==> src/rtl/kyber_ahb_mst.sv <==
// kyber_ahb_mst
// AHB-Lite master that runs one Kyber job per start request.
// A job writes MSG_WORDS message words to the peripheral data register,
// then reads CT_WORDS ciphertext words back and hands each one to a
// valid/ready sink. Every transfer is a non-pipelined SINGLE: the address
// phase and the data phase of one transfer never overlap with another
// transfer.
`timescale 1ns/1ps
module kyber_ahb_mst #(
    parameter logic [31:0] BASE_ADDR = 32'h8000_0000,
    parameter int          MSG_WORDS = 8,
    parameter int          CT_WORDS  = 392
) (
    input  logic        hclk,
    input  logic        hresetn,
    input  logic        start,
    output logic        busy,
    output logic        done,
    output logic        err,
    input  logic [31:0] msg_data,
    input  logic        msg_valid,
    output logic        msg_ready,
    output logic [31:0] ct_data,
    output logic        ct_valid,
    input  logic        ct_ready,
    output logic [31:0] haddr,
    output logic [1:0]  htrans,
    output logic        hwrite,
    output logic [2:0]  hsize,
    output logic [2:0]  hburst,
    output logic [31:0] hwdata,
    input  logic        hready,
    input  logic [31:0] hrdata,
    input  logic [1:0]  hresp
);

    localparam logic [1:0] HTRANS_IDLE   = 2'b00;
    localparam logic [1:0] HTRANS_NONSEQ = 2'b10;
    localparam logic [1:0] HRESP_OKAY    = 2'b00;

    // Terminal counts in the counters' own widths; the compare is equality,
    // so a counter can never run past its terminal value and wrap.
    localparam logic [7:0] LP_MSG_LAST = 8'(MSG_WORDS);
    localparam logic [9:0] LP_CT_LAST  = 10'(CT_WORDS);

    typedef enum logic [2:0] {
        IDLE,
        WA,
        WD,
        RA,
        RD,
        HOLD,
        FIN
    } state_t;

    state_t      r_state;
    logic [7:0]  r_wcnt;
    logic [9:0]  r_rcnt;
    logic [31:0] r_hwdata;
    logic [31:0] r_ct_data;
    logic        r_ct_valid;
    logic        r_err;

    state_t      w_state_nxt;
    logic [7:0]  w_wcnt_nxt;
    logic [9:0]  w_rcnt_nxt;
    logic [31:0] w_hwdata_nxt;
    logic [31:0] w_ct_data_nxt;
    logic        w_ct_valid_nxt;
    logic        w_err_nxt;
    logic        w_msg_ready;
    logic [1:0]  w_htrans;
    logic        w_hwrite;
    logic        w_resp_ok;

    assign w_resp_ok = (hresp == HRESP_OKAY);

    // Register the state, counters and the datapath registers feeding the bus and the sink.
    always_ff @(posedge hclk or negedge hresetn) begin
        if (!hresetn) begin
            r_state    <= IDLE;
            r_wcnt     <= '0;
            r_rcnt     <= '0;
            r_hwdata   <= '0;
            r_ct_data  <= '0;
            r_ct_valid <= 1'b0;
            r_err      <= 1'b0;
        end else begin
            // NOTE: non-blocking assignments so every register samples the
            // values from before this edge, independent of statement order.
            r_state    <= w_state_nxt;
            r_wcnt     <= w_wcnt_nxt;
            r_rcnt     <= w_rcnt_nxt;
            r_hwdata   <= w_hwdata_nxt;
            r_ct_data  <= w_ct_data_nxt;
            r_ct_valid <= w_ct_valid_nxt;
            r_err      <= w_err_nxt;
        end
    end

    // Decode next state, next register values and the bus/handshake controls.
    always_comb begin
        // NOTE: every signal written here gets a default first, so no path
        // through the case statement leaves one unassigned (no latches).
        w_state_nxt    = r_state;
        w_wcnt_nxt     = r_wcnt;
        w_rcnt_nxt     = r_rcnt;
        w_hwdata_nxt   = r_hwdata;
        w_ct_data_nxt  = r_ct_data;
        w_ct_valid_nxt = r_ct_valid;
        w_err_nxt      = r_err;
        w_msg_ready    = 1'b0;
        w_htrans       = HTRANS_IDLE;
        w_hwrite       = 1'b0;

        case (r_state)
            IDLE: begin
                if (start) begin
                    w_err_nxt   = 1'b0;
                    w_state_nxt = WA;
                end
            end
            WA: begin
                w_hwrite = 1'b1;
                // No message word: keep the bus idle instead of issuing a write
                // whose data phase could not be supplied.
                if (msg_valid) begin
                    w_htrans = HTRANS_NONSEQ;
                    if (hready) begin
                        w_msg_ready  = 1'b1;
                        w_hwdata_nxt = msg_data;
                        w_state_nxt  = WD;
                    end
                end
            end
            WD: begin
                if (!w_resp_ok) begin
                    w_err_nxt   = 1'b1;
                    w_wcnt_nxt  = '0;
                    w_rcnt_nxt  = '0;
                    w_state_nxt = IDLE;
                end else if (hready) begin
                    if (r_wcnt + 8'd1 == LP_MSG_LAST) begin
                        w_wcnt_nxt  = '0;
                        w_state_nxt = RA;
                    end else begin
                        w_wcnt_nxt  = r_wcnt + 8'd1;
                        w_state_nxt = WA;
                    end
                end
            end
            RA: begin
                w_htrans = HTRANS_NONSEQ;
                if (hready) begin
                    w_state_nxt = RD;
                end
            end
            RD: begin
                // An errored read is dropped: ct_valid is never raised for it.
                if (!w_resp_ok) begin
                    w_err_nxt   = 1'b1;
                    w_wcnt_nxt  = '0;
                    w_rcnt_nxt  = '0;
                    w_state_nxt = IDLE;
                end else if (hready) begin
                    w_ct_data_nxt  = hrdata;
                    w_ct_valid_nxt = 1'b1;
                    w_rcnt_nxt     = r_rcnt + 10'd1;
                    w_state_nxt    = HOLD;
                end
            end
            HOLD: begin
                if (ct_ready) begin
                    w_ct_valid_nxt = 1'b0;
                    w_state_nxt    = (r_rcnt == LP_CT_LAST) ? FIN : RA;
                end
            end
            FIN: begin
                w_wcnt_nxt  = '0;
                w_rcnt_nxt  = '0;
                w_state_nxt = IDLE;
            end
            default: begin
                w_wcnt_nxt  = '0;
                w_rcnt_nxt  = '0;
                w_state_nxt = IDLE;
            end
        endcase
    end

    // Only one target register exists, so the address never changes.
    assign haddr     = BASE_ADDR;
    assign htrans    = w_htrans;
    assign hwrite    = w_hwrite;
    assign hsize     = 3'b010;
    assign hburst    = 3'b000;
    assign hwdata    = r_hwdata;
    assign msg_ready = w_msg_ready;
    assign ct_data   = r_ct_data;
    assign ct_valid  = r_ct_valid;
    assign busy      = (r_state != IDLE);
    assign done      = (r_state == FIN);
    assign err       = r_err;

endmodule

==> config.mk <==
export PLATFORM = sky130hd
export DESIGN_NAME = kyber_ahb_mst
export DESIGN_NICKNAME = d
export VERILOG_FILES = /design/src/rtl/kyber_ahb_mst.sv
export SDC_FILE = /design/constraint.sdc
export NUM_CORES = 1
export LEC_CHECK = 0
export CAP_MARGIN = 20
export CORE_UTILIZATION = 39
export DETAILED_ROUTE_END_ITERATION = 10
export HOLD_SLACK_MARGIN = 0.12
export PLACE_DENSITY = 0.78
export SLEW_MARGIN = 5
export SYNTH_ARGS = -nofsm -noshare
export SYNTH_HDL_FRONTEND = slang
export SYNTH_SLANG_ARGS = --single-unit
export TNS_END_PERCENT = 30
==> constraint.sdc <==
create_clock -name hclk -period 1.4 [get_ports hclk]
set_input_delay 0.21 -clock hclk [delete_from_list [all_inputs] [get_ports hclk]]
set_output_delay 0.21 -clock hclk [all_outputs]
set_load 0.02 [all_outputs]
# Word-level counts from Yosys, hierarchy flattened

Index checks and enable logic that the tools add are counted.
Widths: inputs -> output; s select.

$add $sub $neg: 2
Equality and inequality tests: 20
Muxes and demuxes: 34
Bitwise logic cells: 1
Reductions and logical operators: 14

Operators with widths:

| kind                  | number |
|---|---|
| $mux 8                | 4 |
| $mux 10               | 3 |
| $mux 3                | 10 |
| $pmux 10 s3           | 1 |
| $pmux 8 s3            | 1 |
| $ne 2x2->1 const B    | 10 |
| $pmux 3 s6            | 1 |
| $reduce_and 3->1      | 5 |
| $add 10x1->10 const B | 1 |
| $eq 10x9->1 const B   | 1 |
| $eq 3x3->1 const B    | 3 |
| $mux 1                | 9 |
| $add 8x1->8 const B   | 1 |
| $eq 8x4->1 const B    | 1 |
| $reduce_and 7->1      | 1 |
| $eq 3x2->1 const B    | 2 |
| $ne 3x3->1 const B    | 2 |
| $mux 2                | 2 |
| $pmux 1 s2            | 2 |
| $pmux 2 s2            | 1 |
| $reduce_and 4->1      | 1 |
| $reduce_bool 2->1     | 2 |
| $reduce_or 4->1       | 1 |
| $eq 3x1->1 const B    | 1 |
| other kinds (5)       | 5 |

Register bits: 87
Bits of input ports: 72
Word-level logic and storage cells: 78

# Longest topological paths before layout

Gate-level depths: netlist (run 1).

Depth in word-level cells: 6
Gate-level depth with buffers: 6
Mapped depth without buffers: 6

# Worst setup path after synthesis (run 1)

No wires, ideal clock.

Path type: register to register
From: reg r_state[2]
To: reg r_ct_data[12], in the netlist ct_data[12]
Data arrival time: 1.465 ns
Data required time: 1.272 ns
Slack: -0.192 ns
Stages on the path, launching flop included: 6
Period minus slack after synthesis: 1.592 ns
Cells stage by stage: dfrtp_1 -> nor2b_2 -> and4_1 -> buf_2 -> buf_4 -> mux2_1

Cells in the longest elaborated chain, start to end: 2

Ends and longest elaborated chain:

| item                       | RTL line | text |
|---|---|---|
| start, declared            | 56       | `state_t r_state;` |
| start signal, assigned     | 91       | `r_state <= w_state_nxt;` |
| $eq 3x3->1                 | 116      | `case (r_state)` |
| $reduce_and 3->1 (no line) | n/a      |  |
| end signal, assigned       | 95       | `r_ct_data <= w_ct_data_nxt;` |
| end, declared              | 60       | `logic [31:0] r_ct_data;` |

No other way between the ends.
A chain may end at the register's enable or synchronous reset.

# Worst setup path after layout (run 1)

From: reg r_state[0]
To: reg r_wcnt[4]

Cells in the longest elaborated chain, start to end: 4
Elaborated cells between the ends (all ways): 12

Ends and longest elaborated chain:

| item                                     | RTL line | text |
|---|---|---|
| $eq 3x3->1, or another cell as far along | 116      |  |
| $reduce_or 4->1 (no line)                | n/a      |  |
| $not 1->1 (no line)                      | n/a      |  |
| $reduce_and 3->1 (no line)               | n/a      |  |
| end signal, assigned                     | 92       | `r_wcnt <= w_wcnt_nxt;` |
| end, declared                            | 57       | `logic [7:0] r_wcnt;` |

Several ways; a longest one is shown, not always the timed one.

==> impl_metrics.toml, run 1 <==
[run_status]
status = "complete, but fails checks"
violations = "negative setup slack"

[grt]
grt_first_pass_wirelength_mm = 17.68
antenna_found_initial = 0
grt_usage = 0.2053
grt_pass1_vias = 3424
grt_max_degree = 49
overflow = 0

[logic_synthesis]
synth-simple-area-share = 0.09459
yosysWarnings = 0
ys_ff_latch = 87
synth_top_area_cell = "dfrtp_1"
synth_xor_area_frac = 0
synth_top_family_by_area = "multiplexers"
synth_area_mm2 = 0.004233
yosys.area_share.adder = 0.01389
synthArstFlopShare = 1.000
ys_seq_area_frac = 0.5143
avgSynthCellArea_um2 = 12.03
synthCells = 352
ys_types = 52
synth_compound_area_frac = 0.08779
synthFlopType = "dfrtp_1"
synth_top_area_frac = 0.5143
synthMuxAreaShare = 0.1821
synth_edf_count = 0
ys_top_cells_by_area = "dfrtp_1, mux2_1, buf_4"

[place]
numPortBuffers = 142
place_area_mm2 = 0.005976
place.gp.congestion = 0.8659
dp_hpwl_mm = 7.568

[sta]
setup_ws_ns = -0.3429
fin_tns_setup_ns = -14.63
setup_viol = 90
fmax_mhz = 573.8
period_share = 1.245
slew_violations = 0
worst_pin_slew_ns = 0.5152
hold_viol_final = 0
finalClockSkew_ns = 0.01248
slew_headroom = 0.6566
finalCriticalPeriod_ns = 1.743
rsz0062_at_grt = "true"

[cells_and_area]
antenna_cells = 0
final_nets = 629
post-route-util = 0.6449
drive_gt1_frac = 0.3238
syn2layout_area_growth_pct = 58.71
postLayoutCellArea_mm2 = 0.006718

[die]
die_y_um = 106.2
rows = 37
start_util = 0.4064
dieWidth_um = 106.2
core_mm2 = 0.01042
design.portCount = 182
die_area_mm2 = 0.01127

[routing]
wl_mm = 11.73
dr.pass1.iters = 6
vias_per_cell = 4.928
wl_per_cell_um = 16.88
detail-route-antenna-nets = 0
drtIter0Drc = 156
post-route-drc-count = 0
vias = 3425

[worst_setup_path]
path_cells = "buf_6, or4b_4, nor3_1, o21ai_0, o21ai_1"
end_kind = "flop"
arrival_ns = 2.02
max_stage_delay_ns = 0.57
crit_buf_inv = 1
critPathMaxFanout = 7
critPathLaunchType = "flop"
slowest_stage = "or4b_4"
path_delay_family = "simple AND/OR/NAND/NOR gates"
path_class = "flop to flop"
critPathRequiredTime_ns = 1.68

[clock_tree]
htree_levels = 3
clkLatencyLatePin_ns = 0.35
tritoncts = "yes"
path_clk_slew_ns = 0.09
root_buffer = "clkbuf_8"
ctsLongestPathBuffers = 2
cts.sinks = 87
cts_buffers = 9

[pwr]
peakVddDrop_mv = 0.9294
power.leakage_nw = 3.249
power.density_mw_per_mm2 = 1719

[job]
cap_violations = 0

[min_path]
hold_path_class = "input port to asynchronous set/reset pin"
[cell usage in the layout, fill, tap and decap left out, types with 6 or more instances in the layout]
master,count
conb_1,39
nor2_1,8
o21ai_1,9
dfrtp_1,84
clkbuf_8,9
dlygate4sd2_1,66
nand3_1,12
buf_4,46
buf_6,12
nand2_1,17
inv_1,9
mux2_4,59
o21ai_0,6
clkdlybuf4s50_1,70
[metrics by stage]
| step | std cells | total power, W | hold slack (ns) | setup WS [ns] |
|---|---|---|---|---|
| floorplan | 389 | 0.006732 | -0.08559 | -0.1696 |
| global placement | 653 | 0.009145 | 0.2025 | -0.4961 |
| detailed placement | 653 | 0.009289 | 0.2064 | -0.5282 |
| CTS | 687 | 0.01115 | 0.3570 | -0.2552 |
| global route | 695 | 0.01216 | 0.3727 | -0.3632 |
| finish | 695 | 0.01155 | 0.3596 | -0.3429 |
[Yosys cell counts (5+ instances only)]
library cell and n:
o21ai_1 8, dfrtp_1 87, buf_4 43, inv_1 11, o21ai_0 7, mux2_2 22
nor2_1 11, a21oi_1 8, mux2_1 42, nand2_1 19, mux2i_1 5, buf_2 6
nand4_1 5, nand2b_1 6, nand3_1 12
[kinds of logic after synthesis]
logic type | after synthesis
AO/OA/AOI/OAI | 51
adder cells (fa/ha/maj) | 5
other | 2
buffers and inverters | 66
flip-flops | 87
multiplexers | 69
AND/OR/NAND/NOR | 72
[power by group]
| part | switching [W] | total [W] | internal (W) | leakage (nW) |
|---|---|---|---|---|
| Sequential | 0.000520 | 0.00392 | 0.00340 | 1.13 |
| Clock | 0.000877 | 0.00170 | 0.000826 | 0.0895 |
| Combinational | 0.00285 | 0.00592 | 0.00308 | 2.03 |
[what timing repair did]
| action | CTS | global route |
|---|---|---|
| pin swaps | 10 | 11 |
| resized for setup | 151 | 34 |
| hold endpoints to repair | 87 | 0 |
| setup buffers | 13 | 7 |
| setup endpoints to repair | 155 | 91 |
| hold buffers | 1 | 0 |
| cloned | 4 | 2 |
[path summary, 6_finish.rpt]
| kind | slack, ns | cells past startpoint | start | endpoint |
|---|---|---|---|---|
| worst max-delay path | -0.34 | 5 | r_state[0]$_DFFE_PN0P_ | r_wcnt[4]$_DFFE_PN0P_ |
| worst min-delay path | 0.36 | 3 | hresetn | ct_data[20]$_DFFE_PN0P_ |
| worst max register to register | -0.34 | 5 | r_state[0]$_DFFE_PN0P_ | r_wcnt[4]$_DFFE_PN0P_ |
| worst min register to register | 0.49 | 1 | ct_data[3]$_DFFE_PN0P_ | ct_data[3]$_DFFE_PN0P_ |
| max in group asynchronous | 0.54 | 3 | hresetn | r_state[2]$_DFFE_PN0P_ |
| min in group hclk | 0.45 | 2 | hrdata[3] | ct_data[3]$_DFFE_PN0P_ |
[layer usage]
| metal | vias to the layer above | global-route usage | wire [um] |
|---|---|---|---|
| li1 | 1575 | - | - |
| met1 | 1687 | 0.2520 | 4783 |
| met2 | 142 | 0.3506 | 6057 |
| met3 | 21 | 0.04108 | 667 |
| met4 | 0 | 0.08631 | 223 |
| met5 | - | 0 | 0 |
[worst register-to-register path: stages (launching register included)]
cell and delay, ns:
dfrtp_2 0.44, buf_6 0.14, or4b_4 0.57, nor3_1 0.29, o21ai_0 0.14, o21ai_1 0.09
[state kept, by name, summed over array words and instances, names as in the netlist]
| signal | count |
|---|---|
| hwdata | 32 |
| ct_data | 32 |
| r_state | 3 |
| err | 1 |
| r_rcnt | 10 |
| ct_valid | 1 |
| r_wcnt | 8 |
[layout make-up]
type | instances | area [um2]
fill | 805 | 3699
sequential | 87 | 2181
multi-input combinational | 237 | 2106
timing repair buffer | 208 | 2029
tap | 136 | 170.2
clock buffer | 11 | 131.4
clock inverter | 5 | 58.81
inverter | 11 | 41.29
(Power assumes the default switching activity.)
==> inputs of run 2 (changes only) <==
--- a/config.mk
+++ b/config.mk
@@ -7,7 +7,9 @@
 export LEC_CHECK = 0
+export ABC_AREA = 1
 export CAP_MARGIN = 20
 export CORE_UTILIZATION = 39
+export CTS_CLUSTER_DIAMETER = 30
 export DETAILED_ROUTE_END_ITERATION = 10
 export HOLD_SLACK_MARGIN = 0.12
-export PLACE_DENSITY = 0.78
+export PLACE_DENSITY = 0.77
 export SLEW_MARGIN = 5
--- a/constraint.sdc
+++ b/constraint.sdc
@@ -3,2 +3,2 @@
 set_output_delay 0.21 -clock hclk [all_outputs]
-set_load 0.02 [all_outputs]
+set_load 0.005 [all_outputs]
==> impl_metrics.toml, run 2 <==
[run_status]
status = "complete, but fails checks"
violations = "negative setup slack"

[logic_synthesis]
synth.most_common_cell = "nand2_1"
synthArstFlopShare = 1.000
ys_seq_area_frac = 0.5079
ys_ff_latch = 87
synthFlopType = "dfrtp_1"
synthTopCellsByCount = "nand2_1, dfrtp_1, buf_4"
ys_types = 32
synthCells = 532
yosysWarnings = 0
avgSynthCellArea_um2 = 8.058
synth_area_mm2 = 0.004287
ys_top_cells_by_area = "dfrtp_1, nand2_1, buf_4"
synth_top_area_frac = 0.5079
synth_top_area_cell = "dfrtp_1"
synth_edf_count = 0

[clock_tree]
root_buffer = "clkbuf_8"
ctsLongestPathBuffers = 2
tritoncts = "yes"
clkLatencyLatePin_ns = 0.37
path_clk_slew_ns = 0.10
cts_buffers = 9
cts.sinks = 87
htree_levels = 3

[pwr]
seqPwrFrac = 0.394
p_int_w = 0.006565
p_switching_w = 0.003460
swShare = 0.3451
power.total_w = 0.01003
peakVddDrop_mv = 0.9260
clock_power_share = 0.183
power.leakage_nw = 3.463
combPwrFrac = 0.423
power.density_mw_per_mm2 = 1547

[cells_and_area]
drive_gt1_frac = 0.1761
antenna_cells = 0
layout_common_cells = "nand2_1, dfrtp_1, clkdlybuf4s50_1"
final_common_cell = "nand2_1"
instances_no_fill = 863
final_nets = 797
syn2layout_area_growth_pct = 51.20
post-route-util = 0.6167
nFillCells = 840

[routing]
drtIter0Drc = 296
post-route-drc-count = 0
vias_per_cell = 4.656
dr.pass1.iters = 4
detail-route-antenna-nets = 0
wl_mm = 11.87
wl_per_cell_um = 13.75
vias = 4018

[grt]
antenna_found_initial = 0
grt_first_pass_wirelength_mm = 18.80
overflow = 0
grt_pass1_vias = 4075
grt_max_degree = 40
grt_usage = 0.2111

[worst_setup_path]
critPathMaxFanout = 7
path_class = "flop to flop"
r2r_cells = 8
critPathLaunchType = "flop"
end_kind = "flop"
arrival_ns = 1.87
critPathRequiredTime_ns = 1.68

[place]
place.gp.congestion = 0.8465
numPortBuffers = 142
dp.cells = 827
dp_hpwl_mm = 8.157
pre_cts_ws_ns = -0.4185

[die]
start_util = 0.4079
die_y_um = 106.8
design.portCount = 182
dieWidth_um = 106.8
die_area_mm2 = 0.01141
core_mm2 = 0.01051
rows = 37

[min_path]
hold_path_class = "input port to asynchronous set/reset pin"

[job]
cap_violations = 0

[sta]
finalCriticalPeriod_ns = 1.591
hold_viol_final = 0
fmax_mhz = 628.7
slew_violations = 0
rsz0062_at_grt = "true"
finalClockSkew_ns = 0.01515
setup_ws_ns = -0.1905
setup_viol = 58
period_share = 1.136
==> run 2: cell count changes after synthesis, sizes merged, moves of 5 or more <==
| cell | previous run | this run |
|---|---|---|
| nor2 | 12 | 24 |
| nand3 | 12 | 23 |
| mux2i | 5 | 0 |
| mux2 | 64 | 0 |
| inv | 11 | 39 |
| nand2 | 20 | 258 |
| nand2b | 6 | 0 |
==> run 2: final cells by class <==
type / instances / area [um2] / share of cell area
clock buffer: 11 / 151.4 / 0.02336
clock inverter: 5 / 53.80 / 0.008301
inverter: 40 / 172.7 / 0.02664
multi-input combinational: 390 / 1842 / 0.2842
sequential: 87 / 2180 / 0.3363
tap: 136 / 170.2 / 0.02625
timing repair buffer: 194 / 1912 / 0.2950
==> run 2: logic make-up (layout without fill, tap and decap cells) <==
group           count (synthesis)  count (layout)  share of synthesized area
compound gates                 29              29                    0.04028
xor+xnor                        2               2                   0.004087
fa+ha+maj                       3               3                   0.008758
buf+inv                        92             250                     0.1258
flops                          87              87                     0.5079
other cells                     2              39                   0.001752
simple gates                  317             317                     0.3114
==> run 2: power groups by stage <==
stage | combinational (W) | sequential [W] | clock, W
finish | 0.00424 | 0.00395 | 0.00183
global route | 0.00469 | 0.00408 | 0.00199
CTS | 0.00404 | 0.00395 | 0.00186
detailed placement | 0.00423 | 0.00399 | 0
global placement | 0.00413 | 0.00397 | 0
floorplan | 0.00146 | 0.00404 | 0
==> run 2: routing by layer <==
layer  GRT usage  routed length [um]  up-vias
met1      0.2351                4619     1889
met5           0                   0        -
met3     0.07112                 920       27
li1            -                   -     1935
met2      0.3636                6040      167
met4     0.09687                 290        0
==> run 2: metrics by stage <==
| step | hold slack [ns] | setup TNS (ns) | instance area [um2] |
|---|---|---|---|
| global placement | 0.1416 | -19.18 | 5911 |
| global route | 0.3163 | -14.22 | 6481 |
| CTS | 0.2918 | -6.794 | 6287 |
| detailed placement | 0.1487 | -21.97 | 5911 |
| finish | 0.2967 | -7.484 | 6481 |
| floorplan | -0.08559 | 0 | 4428 |
==> run 2: worst max-delay path, stage by stage (launching register included) <==
cell and delay [ns]:
dfrtp_2 0.45, buf_6 0.13, buf_6 0.12, nor2_4 0.14, nand3_4 0.12, buf_4 0.16
nor2_4 0.21, nand3_2 0.10, o21ai_1 0.09
==> run 2: path summary, 6_finish.rpt <==
path	from	end	slack (ns)
worst max-delay path	r_state[0]$_DFFE_PN0P_	r_wcnt[0]$_DFFE_PN0P_	-0.19
worst max register to register	r_state[0]$_DFFE_PN0P_	r_wcnt[0]$_DFFE_PN0P_	-0.19
worst min-delay path	hresetn	r_rcnt[5]$_DFFE_PN0P_	0.30
min in group hclk	hrdata[14]	ct_data[14]$_DFFE_PN0P_	0.37
worst min register to register	ct_data[16]$_DFFE_PN0P_	ct_data[16]$_DFFE_PN0P_	0.47
max in group asynchronous	hresetn	r_state[0]$_DFFE_PN0P_	0.56
==> run 2: what timing repair did <==
item / CTS / global route
resized for setup: 121 / 31
pin swaps: 9 / 11
hold buffers: 1 / 0
endpoints found under the setup margin: 125 / 92
gates cloned: 1 / 3
hold endpoints to repair: 87 / 0
setup buffers: 13 / 2
==> inputs of run 3 (changes only) <==
Settings changed: CORE_UTILIZATION 39 to 43, PLACE_DENSITY 0.77 to 0.81, SKIP_LAST_GASP from default to 1.
Clock period 1.4 ns to 1.8 ns, I/O delays scaled along.
==> impl_metrics.toml, run 3 (synthesis gave the netlist of run 2 again) <==
[cells_and_area]
final_common_cell = "nand2_1"
nFillCells = 851
instances_no_fill = 829
final_nets = 768
regArea_mm2 = 0.002180
multiInputGateArea_mm2 = 0.001734
layout_common_cells = "nand2_1, clkdlybuf4s50_1, dfrtp_1"
syn2layout_area_growth_pct = 40.98
drive_gt1_frac = 0.09914
antenna_cells = 0

[worst_setup_path]
critPathRequiredTime_ns = 1.53
path_class = "flop to output port"
r2r_start = "r_state[2]$_DFFE_PN0P_"
arrival_ns = 1.67
r2r_cells = 8
crit_start = "r_state[2]$_DFFE_PN0P_"
end_kind = "output port"
critPathMaxFanout = 4
critPathLaunchType = "flop"

[sta]
period_share = 1.075
holdWs_ns = 0.3671
setup_viol = 2
slew_violations = 0
fmax_mhz = 516.7
setup_ws_ns = -0.1354
fin_tns_setup_ns = -0.2497
hold_viol_final = 0
finalCriticalPeriod_ns = 1.935
rsz0062_at_grt = "true"
finalClockSkew_ns = 0.01360

[routing]
vias = 3801
post-route-drc-count = 0
drtIter0Drc = 189
wl_met1_mm = 4.263
wl_met3_um = 916
dr.pass1.iters = 4
detail-route-antenna-nets = 0
top_layer = "met4"
wl_mm = 10.33
wl_met2_mm = 4.963
vias_per_cell = 4.585
wl_per_cell_um = 12.46

[place]
dp.cells = 810
place.gp.congestion = 0.9275
numPortBuffers = 142
dp_hpwl_mm = 7.695

[die]
design.portCount = 182
dieWidth_um = 101.8
rows = 36
start_util = 0.4406
die_y_um = 101.8
die_area_mm2 = 0.01037
core_mm2 = 0.009729

[grt]
grt_first_pass_wirelength_mm = 16.59
grt_usage = 0.2054
antenna_found_initial = 0
overflow = 0
grt_max_degree = 45
grt_pass1_vias = 3593

[job]
cap_violations = 0

[clock_tree]
clkLatencyLatePin_ns = 0.35
path_clk_slew_ns = 0.09
cts_buffers = 9
tritoncts = "yes"
cts.sinks = 87
root_buffer = "clkbuf_8"
htree_levels = 3
ctsLongestPathBuffers = 2

[run_status]
violations = "negative setup slack"
status = "complete, but fails checks"

[pwr]
power.leakage_nw = 3.048
power.density_mw_per_mm2 = 1266
peakVddDrop_mv = 0.7618

[min_path]
hold_path_class = "input port to asynchronous set/reset pin"
-- run 3: cell count changes in the layout (fill, tap and decap cells not counted), sizes merged --
cell,previous run,this run
buf,53,23
clkbuf,14,11
clkdlybuf4s15,1,0
clkdlybuf4s50,70,138
clkinv,4,2
dlygate4sd2,66,1
dlymetal6s2s,0,2
-- run 3: through the flow --
| stage | cell area (um2) | power (W) | util | worst slack, ns |
|---|---|---|---|---|
| after global placement | 5787 | 0.006171 | 0.5948 | -0.03627 |
| final | 6043 | 0.007652 | 0.6211 | -0.1354 |
| after CTS | 5995 | 0.007656 | 0.6161 | -0.2148 |
| after global routing | 6043 | 0.008220 | 0.6211 | -0.2145 |
| after floorplan | 4425 | 0.004279 | - | 0.3968 |
| after detailed placement | 5787 | 0.006273 | 0.5948 | -0.08100 |
-- run 3: final timing paths --
check                                     endpoint  slack, ns
max in group asynchronous  ct_data[22]$_DFFE_PN0P_       0.85
setup / recovery                            hwrite      -0.14
hold / removal              r_state[1]$_DFFE_PN0P_       0.37
setup reg to reg             r_rcnt[0]$_DFFE_PN0P_       0.10
min in group hclk            hwdata[2]$_DFFE_PN0P_       0.45
hold reg to reg            ct_data[10]$_DFFE_PN0P_       0.47
-- run 3: final cells by class --
| cell class | instances | share of cell area |
|---|---|---|
| Inverter | 40 | 0.02567 |
| Multi-Input combinational cell | 390 | 0.2870 |
| Clock inverter | 3 | 0.007246 |
| Timing Repair Buffer | 165 | 0.2685 |
| Tap cell | 133 | 0.02754 |
| Clock buffer | 11 | 0.02340 |
| Sequential cell | 87 | 0.3607 |
-- run 3: repair_timing --
action,CTS,global route
buffers inserted,1,3
hold buffers,1,0
endpoints found under the setup margin,5,7
gates resized for setup,3,7
cloned,0,0
hold endpoints to repair,25,0
-- run 3: layer usage --
metal / track usage / vias to the layer above
met5: 0 / -
met4: 0.06703 / 0
met3: 0.08140 / 14
met2: 0.3306 / 147
met1: 0.2539 / 1766
li1: - / 1874
-- run 3: where the power goes --
part           switching [W]  total, W  internal (W)
combinational        0.00131   0.00319       0.00188
sequential          0.000472   0.00314       0.00267
clock               0.000655   0.00132      0.000668
total                0.00243   0.00765       0.00522
-- run 3: critical path, stage by stage, from the launching register on --
cell and delay, ns:
dfrtp_1 0.44, inv_2 0.10, nand2_4 0.07, nor2_4 0.10, buf_4 0.12, clkdlybuf4s50_1 0.49
